===== src/rtl/game_fnd.sv =====
// game_fnd: three-reel slot machine FND driver with jackpot freeze-and-blink.
module game_fnd #(
  parameter int P_TICK_DIV   = 25_000_000,
  parameter int P_HOLD_TICKS = 6
) (
  input  logic       i_Clk,
  input  logic       i_Rst,
  output logic [6:0] o_FND0,
  output logic [6:0] o_FND1,
  output logic [6:0] o_FND2
);
  localparam int CW = P_TICK_DIV > 1 ? $clog2(P_TICK_DIV) : 1;
  localparam int HW = P_HOLD_TICKS > 1 ? $clog2(P_HOLD_TICKS) : 1;
  typedef enum logic {RUN, HOLD} state_t;
  state_t state, state_nx;
  logic [CW-1:0] cnt;
  logic [HW-1:0] h;
  logic [3:0] d0, d1, d2, n0, n1, n2;
  logic ph1;
  logic [1:0] ph2;
  logic tick, jackpot, hold_done, blank;

  function automatic logic [3:0] inc(input logic [3:0] d);
    return d == 4'd9 ? 4'd0 : d + 4'd1;
  endfunction

  function automatic logic [6:0] seg(input logic [3:0] d);
    case (d)
      4'd0: seg = 7'h40;
      4'd1: seg = 7'h79;
      4'd2: seg = 7'h24;
      4'd3: seg = 7'h30;
      4'd4: seg = 7'h19;
      4'd5: seg = 7'h12;
      4'd6: seg = 7'h02;
      4'd7: seg = 7'h78;
      4'd8: seg = 7'h00;
      4'd9: seg = 7'h10;
      default: seg = 7'h7F;
    endcase
  endfunction

  // Jackpot is judged on the reel values this tick would produce
  always_comb begin
    tick      = cnt == CW'(P_TICK_DIV - 1);
    n0        = inc(d0);
    n1        = ph1 ? inc(d1) : d1;
    n2        = ph2 == 2'd2 ? inc(d2) : d2;
    jackpot   = n0 == n1 && n1 == n2 && n0 != 4'd0;
    hold_done = h == HW'(P_HOLD_TICKS - 1);
  end

  always_ff @(posedge i_Clk) begin
    if (!i_Rst) state <= RUN;
    else state <= state_nx;
  end

  always_comb begin
    state_nx = state;
    if (tick) state_nx = state == RUN ? (jackpot ? HOLD : RUN) : (hold_done ? RUN : HOLD);
  end

  always_comb begin
    blank  = state == HOLD && h[0];
    o_FND0 = blank ? 7'h7F : seg(d0);
    o_FND1 = blank ? 7'h7F : seg(d1);
    o_FND2 = blank ? 7'h7F : seg(d2);
  end

  always_ff @(posedge i_Clk) begin
    if (!i_Rst) begin
      cnt <= '0;
      h   <= '0;
      d0  <= '0;
      d1  <= '0;
      d2  <= '0;
      ph1 <= 1'b0;
      ph2 <= 2'd0;
    end else begin
      cnt <= tick ? '0 : cnt + CW'(1);
      if (tick) h <= (state == HOLD && !hold_done) ? h + HW'(1) : '0;
      if (tick && state == RUN) begin
        d0  <= n0;
        d1  <= n1;
        d2  <= n2;
        ph1 <= ~ph1;
        ph2 <= ph2 == 2'd2 ? 2'd0 : ph2 + 2'd1;
      end
    end
  end
endmodule


===== config.mk =====
export PLATFORM = sky130hd
export DESIGN_NAME = game_fnd
export DESIGN_NICKNAME = d
export VERILOG_FILES = /design/src/rtl/game_fnd.sv
export SDC_FILE = /design/constraint.sdc
export NUM_CORES = 1
export LEC_CHECK = 0
export CAP_MARGIN = 10
export CORE_MARGIN = 5
export CORE_UTILIZATION = 25
export DETAILED_ROUTE_END_ITERATION = 16
export HOLD_SLACK_MARGIN = 0.15
export PLACE_DENSITY_LB_ADDON = 0.08
export REMOVE_ABC_BUFFERS = 1
export SLEW_MARGIN = 10
export SYNTH_ARGS = -nofsm -noshare
export SYNTH_HDL_FRONTEND = slang
export SYNTH_SLANG_ARGS = --single-unit
export TNS_END_PERCENT = 10

===== constraint.sdc =====
create_clock -name i_Clk -period 2.38 [get_ports i_Clk]
set_input_delay 0.238 -clock i_Clk [delete_from_list [all_inputs] [get_ports i_Clk]]
set_output_delay 0.238 -clock i_Clk [all_outputs]
set_load 0.05 [all_outputs]

==> flow_summary.ini, run 1 <==
[setup_path]
crit_fanout = 5
r2r_cells = 11
arrival_ps = 2610
r2r-start = d2[1]
criticalPathCategory = reg -> reg
critical_path.endpoint_type = flip-flop
crit_required_ps = 2640
reg2reg_slack_ps = 30
start_kind = flip-flop

[synthesis]
syn-cell-area_um2 = 3734
synth-async-reset-ratio_pct = 0
synthFlopType = dfxtp_1
syn_avg_cell_area_um2 = 8.583
synth_seq_area_share_pct = 34.85
synth_edf_count = 0
yosysWarningCount = 0
yosysUniqueCellTypes = 66
netlist_instances = 435
ys_ff_latch = 65

[grt]
gr-total-overflow = 0
grt_antenna_before_repair = 0
grt_pass1_wl_um = 15780
grtUsageTotal_pct = 11.14
first_global_vias = 3211
grt_max_degree = 24

[sta]
fin_crit_ps = 2349
clock_skew_ps = 5.637
rsz0062_at_grt = yes
timing.final.crit_share_pct = 98.68
slew_viol_final = 0
finalSetupViolCount = 0
slew_headroom_pct = 65.06
fin_setup_tns_ps = 0
tightest_slew_ps = 509.5
fmax_ghz = 0.4258
finalHoldViolations = 0

[drt]
viasPerCell = 4.533
drt_iter0_markers = 110
wl_um = 9569
drc = 0
ant_nets = 0
dr.pass1.iters = 4
vias = 3250
wire_per_inst_um = 13.35

[finish]
num_antenna_cells = 0
post-route-cell-area_um2 = 5279
finalNetCount = 557
syn2layout_area_growth_pct = 41.39
final_common_cell = buf_4
post-route-util_pct = 36.18
drive_gt1_share_pct = 32.83
final_cell_mix = buf_4, dfxtp_1, nor2_1

[placed_design]
placedInstanceArea_um2 = 4722
hpwl_um = 7119
port_buffers = 22
place.gp.congestion = 0.7651

[pwr]
power.density_nw_per_um2 = 434.7
vdd_drop_max_v = 0.0003240
power.leakage_nw = 2.217
p_total_mw = 2.295

[job]
max_cap_viol_count = 0

[clocking]
cts_tree = done
cts.sink_count = 65
cts-root-buf = clkbuf_16
clock_path_buffers = 2
clkLatencyLatePin_ps = 330
htreeDepth = 3
cts_made_buffers = 9
path_clk_slew_ps = 50

[floorplanning]
core_area_um2 = 14590
fp.dieH_um = 132.2
rows = 44
start_util_pct = 25.59
die-width_um = 132.2
io_pins = 23
dieArea_um2 = 17480

[min_path]
holdPathStages = 2
hold-path-endpoint = h[1]
hp-start = h[1]
worstHoldPathType = reg -> reg

[run_status]
status = finished, final reports clean
[where the power goes]
group | internal [mW] | switching (mW)
sequential | 1.09 | 0.00268
clock | 0.713 | 0.438
combinational | 0.0177 | 0.0285
total | 1.83 | 0.470
[cell families after synthesis]
group / Yosys count / share of synthesized area [%]
muxes: 11 / 3.150
AOI/OAI and AO/OA: 80 / 14.95
and+or+nand+nor: 184 / 27.58
buffers and inverters: 45 / 5.328
adders and majority gates: 24 / 8.043
xor gates and xnor gates: 26 / 6.099
DFF: 65 / 34.85
[layout make-up]
type | instances | area (um2)
fillers | 1500 | 9310
multi-input cells | 325 | 2429
flip-flops and latches | 65 | 1306
repair buffers | 105 | 968.4
clock buffers | 12 | 246.5
well taps | 184 | 230.2
inverters | 25 | 93.84
clock inverters | 1 | 5.005
[worst max-delay path: stages (launching register included)]
cell	delay (ps)
dfxtp_2	330
inv_2	50
ha_4	150
and3b_1	170
or3_4	410
a2111oi_4	410
nor2_4	110
inv_2	90
ha_4	120
inv_2	30
mux2_4	260
a31oi_4	150
[through the flow]
stage	setup WS (ps)	cells	hold WS [ps]
after global routing	-74.86	717	503.8
final	31.38	717	486.7
after floorplan	-360.5	415	345.8
after detailed placement	-37.10	692	472.7
after global placement	-6.284	692	463.4
after CTS	12.28	707	481.2
[synthesized netlist by cell type (5+ instances only)]
library cell	n	area (um2)
a21oi_1	27	135.1
a31oi_1	6	37.54
and2_1	5	31.28
and3_1	6	37.54
and4_1	5	43.79
buf_2	5	25.02
clkbuf_1	10	37.54
dfxtp_1	65	1301
ha_1	24	300.3
inv_1	25	93.84
mux2i_1	8	80.08
nand2_1	32	120.1
nand2b_1	25	156.4
nand3_1	23	115.1
nand4_1	6	37.54
nor2_1	41	153.9
nor3_1	9	45.04
nor4_1	5	31.28
o21ai_0	11	55.05
xnor2_1	13	113.9
xor2_1	13	113.9
[routing by layer]
layer / up-vias / global-route usage, % / part of all wire [%]
li1: 1705 / - / -
met1: 1495 / 14.01 / 47
met2: 35 / 17.77 / 48
met3: 15 / 4.008 / 3.4
met4: 0 / 3.620 / 1.9
met5: - / 0 / 0
[worst max-delay path by stage]
stage            from         to  slack [ps]  cells after the start
4_1_cts        cnt[0]  flip-flop          10                     10
6_report        d2[1]  flip-flop          30                     11
3_5_place_dp    d2[1]  flip-flop         -40                     11
5_1_grt         d2[1]  flip-flop         -70                     11
2_1_floorplan  cnt[0]  flip-flop        -360                     10
3_3_place_gp   cnt[0]  flip-flop          -6                     11
[what timing repair did]
item	4_1_cts	5_1_grt
buffers inserted	2	10
hold buffers	0	0
resized for setup	4	53
endpoints found under the setup margin	4	19
pin swaps	1	20
Note: power is estimated with default switching activity, not from simulation.
==> inputs of run 2 (changes only) <==
--- a/config.mk
+++ b/config.mk
@@ -6,7 +6,7 @@
 export NUM_CORES = 1
 export LEC_CHECK = 0
 export CAP_MARGIN = 10
-export CORE_MARGIN = 5
+export CORE_MARGIN = 3
 export CORE_UTILIZATION = 25
 export DETAILED_ROUTE_END_ITERATION = 16
 export HOLD_SLACK_MARGIN = 0.15
==> flow_summary.ini, run 2 (synthesized netlist as in run 1, its figures left out) <==
[run_status]
status = finished, final reports clean

[floorplanning]
fp.dieH_um = 128.2
io_pins = 23
die-width_um = 128.2
dieArea_um2 = 16440
rows = 44
core_area_um2 = 14590
start_util_pct = 25.59

[clocking]
cts_tree = done
clock_path_buffers = 2
path_clk_slew_ps = 50
cts_made_buffers = 9
cts-root-buf = clkbuf_16
clkLatencyLatePin_ps = 340
htreeDepth = 3
cts.sink_count = 65

[sta]
fin_setup_tns_ps = 0
worst_slack_ps = 79.58
finalSetupViolCount = 0
fin_crit_ps = 2300
slew_headroom_pct = 67.64
tightest_slew_ps = 471.9
slew_viol_final = 0
clock_skew_ps = 4.624
timing.final.crit_share_pct = 96.66
fmax_ghz = 0.4347
finalHoldViolations = 0
rsz0062_at_grt = yes

[setup_path]
criticalPathCategory = reg -> reg
arrival_ps = 2570
critical_path.endpoint_type = flip-flop
start_kind = flip-flop
crit_required_ps = 2650
crit_fanout = 6

[placed_design]
placedInstanceArea_um2 = 4647
port_buffers = 22
dpl_worst_slack_ps = -29.23
place_inst = 687
hpwl_um = 6856
place.gp.congestion = 0.7826

[pwr]
vdd_drop_max_v = 0.0003184
power.density_nw_per_um2 = 480.5
power.leakage_nw = 2.170
p_total_mw = 2.449

[drt]
ant_nets = 0
drc = 0
dr.pass1.iters = 4
vias = 3244
wl_um = 9083
wire_per_inst_um = 12.83
drt_iter0_markers = 107
viasPerCell = 4.582

[finish]
final_cell_mix = buf_4, dfxtp_1, nor2_1
fillers = 1498
post-route-cell-area_um2 = 5096
final_common_cell = buf_4
multi_input_area_um2 = 2345
syn2layout_area_growth_pct = 36.49
instances_no_fill = 708
num_antenna_cells = 0
drive_gt1_share_pct = 27.86
finalNetCount = 545
seq_area_um2 = 1304

[grt]
grt_antenna_before_repair = 0
grtUsageTotal_pct = 11.75
first_global_vias = 3031
gr-total-overflow = 0
grt_pass1_wl_um = 15010
grt_max_degree = 24

[min_path]
worstHoldPathType = reg -> reg

[job]
max_cap_viol_count = 0
## run 2: per-layer routing
metal / routed length (um) / global-route usage, % / up-vias / part of all wire (%)
met5: 0 / 0 / - / 0
met4: 182 / 5.868 / 0 / 2.0
met3: 286 / 3.167 / 13 / 3.1
met2: 4225 / 18.73 / 45 / 47
met1: 4389 / 14.56 / 1495 / 48
li1: - / - / 1691 / -
## run 2: area by class of cell
class,instances,area share (%)
Clock buffer,13,4.910
Clock inverter,3,0.7857
Inverter,25,1.841
Multi-Input combinational cell,325,46.01
Sequential cell,65,25.58
Tap cell,184,4.518
Timing Repair Buffer,93,16.35
## run 2: stage by stage
step                      hold slack (ps)  utilization, %
final                               475.0           34.93
after global routing                502.3           34.93
after CTS                           480.5           34.18
after detailed placement            473.0           31.85
after global placement              463.8           31.85
after floorplan                     345.8               -
## run 2: timing repair
action / CTS / global route
pin swaps: 2 / 10
gates cloned: 0 / 0
gates resized for setup: 8 / 24
hold buffers: 0 / 0
buffers inserted: 2 / 3
endpoints found under the setup margin: 6 / 21
## run 2: worst paths after layout
path	from	endpoint	cells after the start	slack [ps]
setup / recovery	d2[1]	flip-flop	11	80
hold reg to reg	h[1]	h[1]	2	470
hold / removal	h[1]	h[1]	2	470
setup reg to reg	d2[1]	flip-flop	11	80
## run 2: worst max-delay path, stage by stage (launching register included)
cell	delay [ps]
dfxtp_2	320
inv_1	50
ha_1	190
and3b_1	180
or3_4	350
a2111oi_4	400
nor2_4	110
inv_2	70
ha_1	130
inv_1	40
mux2_4	240
a21oi_1	140
## run 2: power breakdown
group	total (mW)	internal [mW]	switching (mW)
registers	1.10	1.09	0.00238
clock network	1.31	0.836	0.473
logic	0.0443	0.0165	0.0278
total	2.45	1.95	0.503
==> inputs of run 3 (changes only) <==
==> constraint.sdc (replaced) <==
create_clock -name i_Clk -period 2.38 [get_ports i_Clk]
set_input_delay 0.238 -clock i_Clk [delete_from_list [all_inputs] [get_ports i_Clk]]
set_output_delay 0.238 -clock i_Clk [all_outputs]
set_load 0.02 [all_outputs]
==> flow_summary.ini, run 3 (synthesized netlist as in run 1, its figures left out) <==
[drt]
drt_iter0_markers = 104
dr.pass1.iters = 4
met1_length_um = 4547
viasPerCell = 4.449
top_layer_used = met4
drc = 0
wl_met2_um = 4275
wl_um = 9182
vias = 3172
wire_per_inst_um = 12.88
met3_length_um = 304
ant_nets = 0

[floorplanning]
dieArea_um2 = 16440
io_pins = 23
start_util_pct = 25.59
rows = 44
die-width_um = 128.2
core_area_um2 = 14590
fp.dieH_um = 128.2

[grt]
gr-total-overflow = 0
grt_max_degree = 24
first_global_vias = 3113
grt_antenna_before_repair = 0
grtUsageTotal_pct = 11.89
grt_pass1_wl_um = 15480

[clocking]
cts-root-buf = clkbuf_16
htreeDepth = 3
cts_tree = done
path_clk_slew_ps = 50
cts_hold_buf = 0
cts_made_buffers = 9
cts.sink_count = 65
clock_path_buffers = 2
clkLatencyLatePin_ps = 340

[finish]
fillers = 1504
post-route-util_pct = 34.70
num_antenna_cells = 0
instances_no_fill = 713
finalNetCount = 550
drive_gt1_share_pct = 24.01
final_cell_mix = buf_4, dfxtp_1, nor2_1
syn2layout_area_growth_pct = 35.59
post-route-cell-area_um2 = 5062
final_common_cell = buf_4

[sta]
finalSetupViolCount = 0
fin_crit_ps = 2292
clock_skew_ps = 5.348
slew_viol_final = 0
rsz0062_at_grt = yes
timing.final.crit_share_pct = 96.31
tightest_slew_ps = 459.6
fmax_ghz = 0.4363
fin_hold_ws_ps = 474.2
worst_slack_ps = 87.77
finalHoldViolations = 0
slew_headroom_pct = 68.49

[setup_path]
critical_path.endpoint_type = flip-flop
crit_fanout = 6
crit_required_ps = 2600
criticalPathCategory = reg -> reg
start_kind = flip-flop
arrival_ps = 2510

[placed_design]
place.gp.congestion = 0.7798
dpl_worst_slack_ps = -24.33
place_inst = 692
hpwl_um = 6988
port_buffers = 22
placedInstanceArea_um2 = 4624

[run_status]
status = finished, final reports clean

[pwr]
power.leakage_nw = 2.127
power.density_nw_per_um2 = 483.0
vdd_drop_max_v = 0.0003924

[job]
max_cap_viol_count = 0

[min_path]
worstHoldPathType = reg -> reg
run 3: changes by cell type in the layout (fill, tap and decap cells not counted), moves of 2 or more:
cell | previous run | this run
buf_4 | 80 | 73
dfxtp_1 | 63 | 65
dfxtp_2 | 2 | 0
clkdlybuf4s50_1 | 1 | 22
buf_12 | 10 | 1
run 3: routing by layer:
layer / vias up / GRT usage, %
met3: 4 / 4.042
met2: 34 / 19.18
met5: - / 0
met1: 1438 / 15.13
li1: 1696 / -
met4: 0 / 3.184
run 3: area by class of cell:
cell class	instances	area (um2)	area share, %
Clock inverter	3	40.04	0.7909
Tap cell	184	230.2	4.548
Inverter	25	93.84	1.854
Multi-Input combinational cell	325	2336	46.14
Sequential cell	65	1301	25.70
Clock buffer	13	250.2	4.943
Timing Repair Buffer	98	810.8	16.02
run 3: final timing paths:
path	startpoint	end	slack, ps	depth (start not counted)
worst max register to register	cnt[0]	flip-flop	90	10
worst max-delay path	cnt[0]	flip-flop	90	10
worst min register to register	h[1]	h[1]	470	2
worst min-delay path	h[1]	h[1]	470	2
run 3: critical path, cell delays in order, from the launching register on:
cell	delay, ps
dfxtp_1	340
ha_2	190
and2_4	170
and4_4	250
buf_6	140
buf_4	150
nand4_1	90
o211ai_1	240
ha_1	230
inv_1	50
o32a_1	330
run 3: repair_timing:
action                                  CTS  global route
pin swaps                                 1             8
gates resized for setup                   2            26
endpoints found under the setup margin    6            22
buffers inserted                          1             4
run 3: power breakdown:
part	leakage, nW	internal (mW)	switching (mW)
clock network	0.144	0.836	0.469
registers	0.524	1.09	0.00245
logic	1.46	0.0167	0.0278
run 3: per-stage QoR:
stage                     power, mW  TNS [ps]
after floorplan               1.134     -1977
after global placement        1.162    -53.87
after detailed placement      1.163    -44.33
after CTS                     2.506    -29.92
after global routing          2.553    -126.4
final                         2.445         0
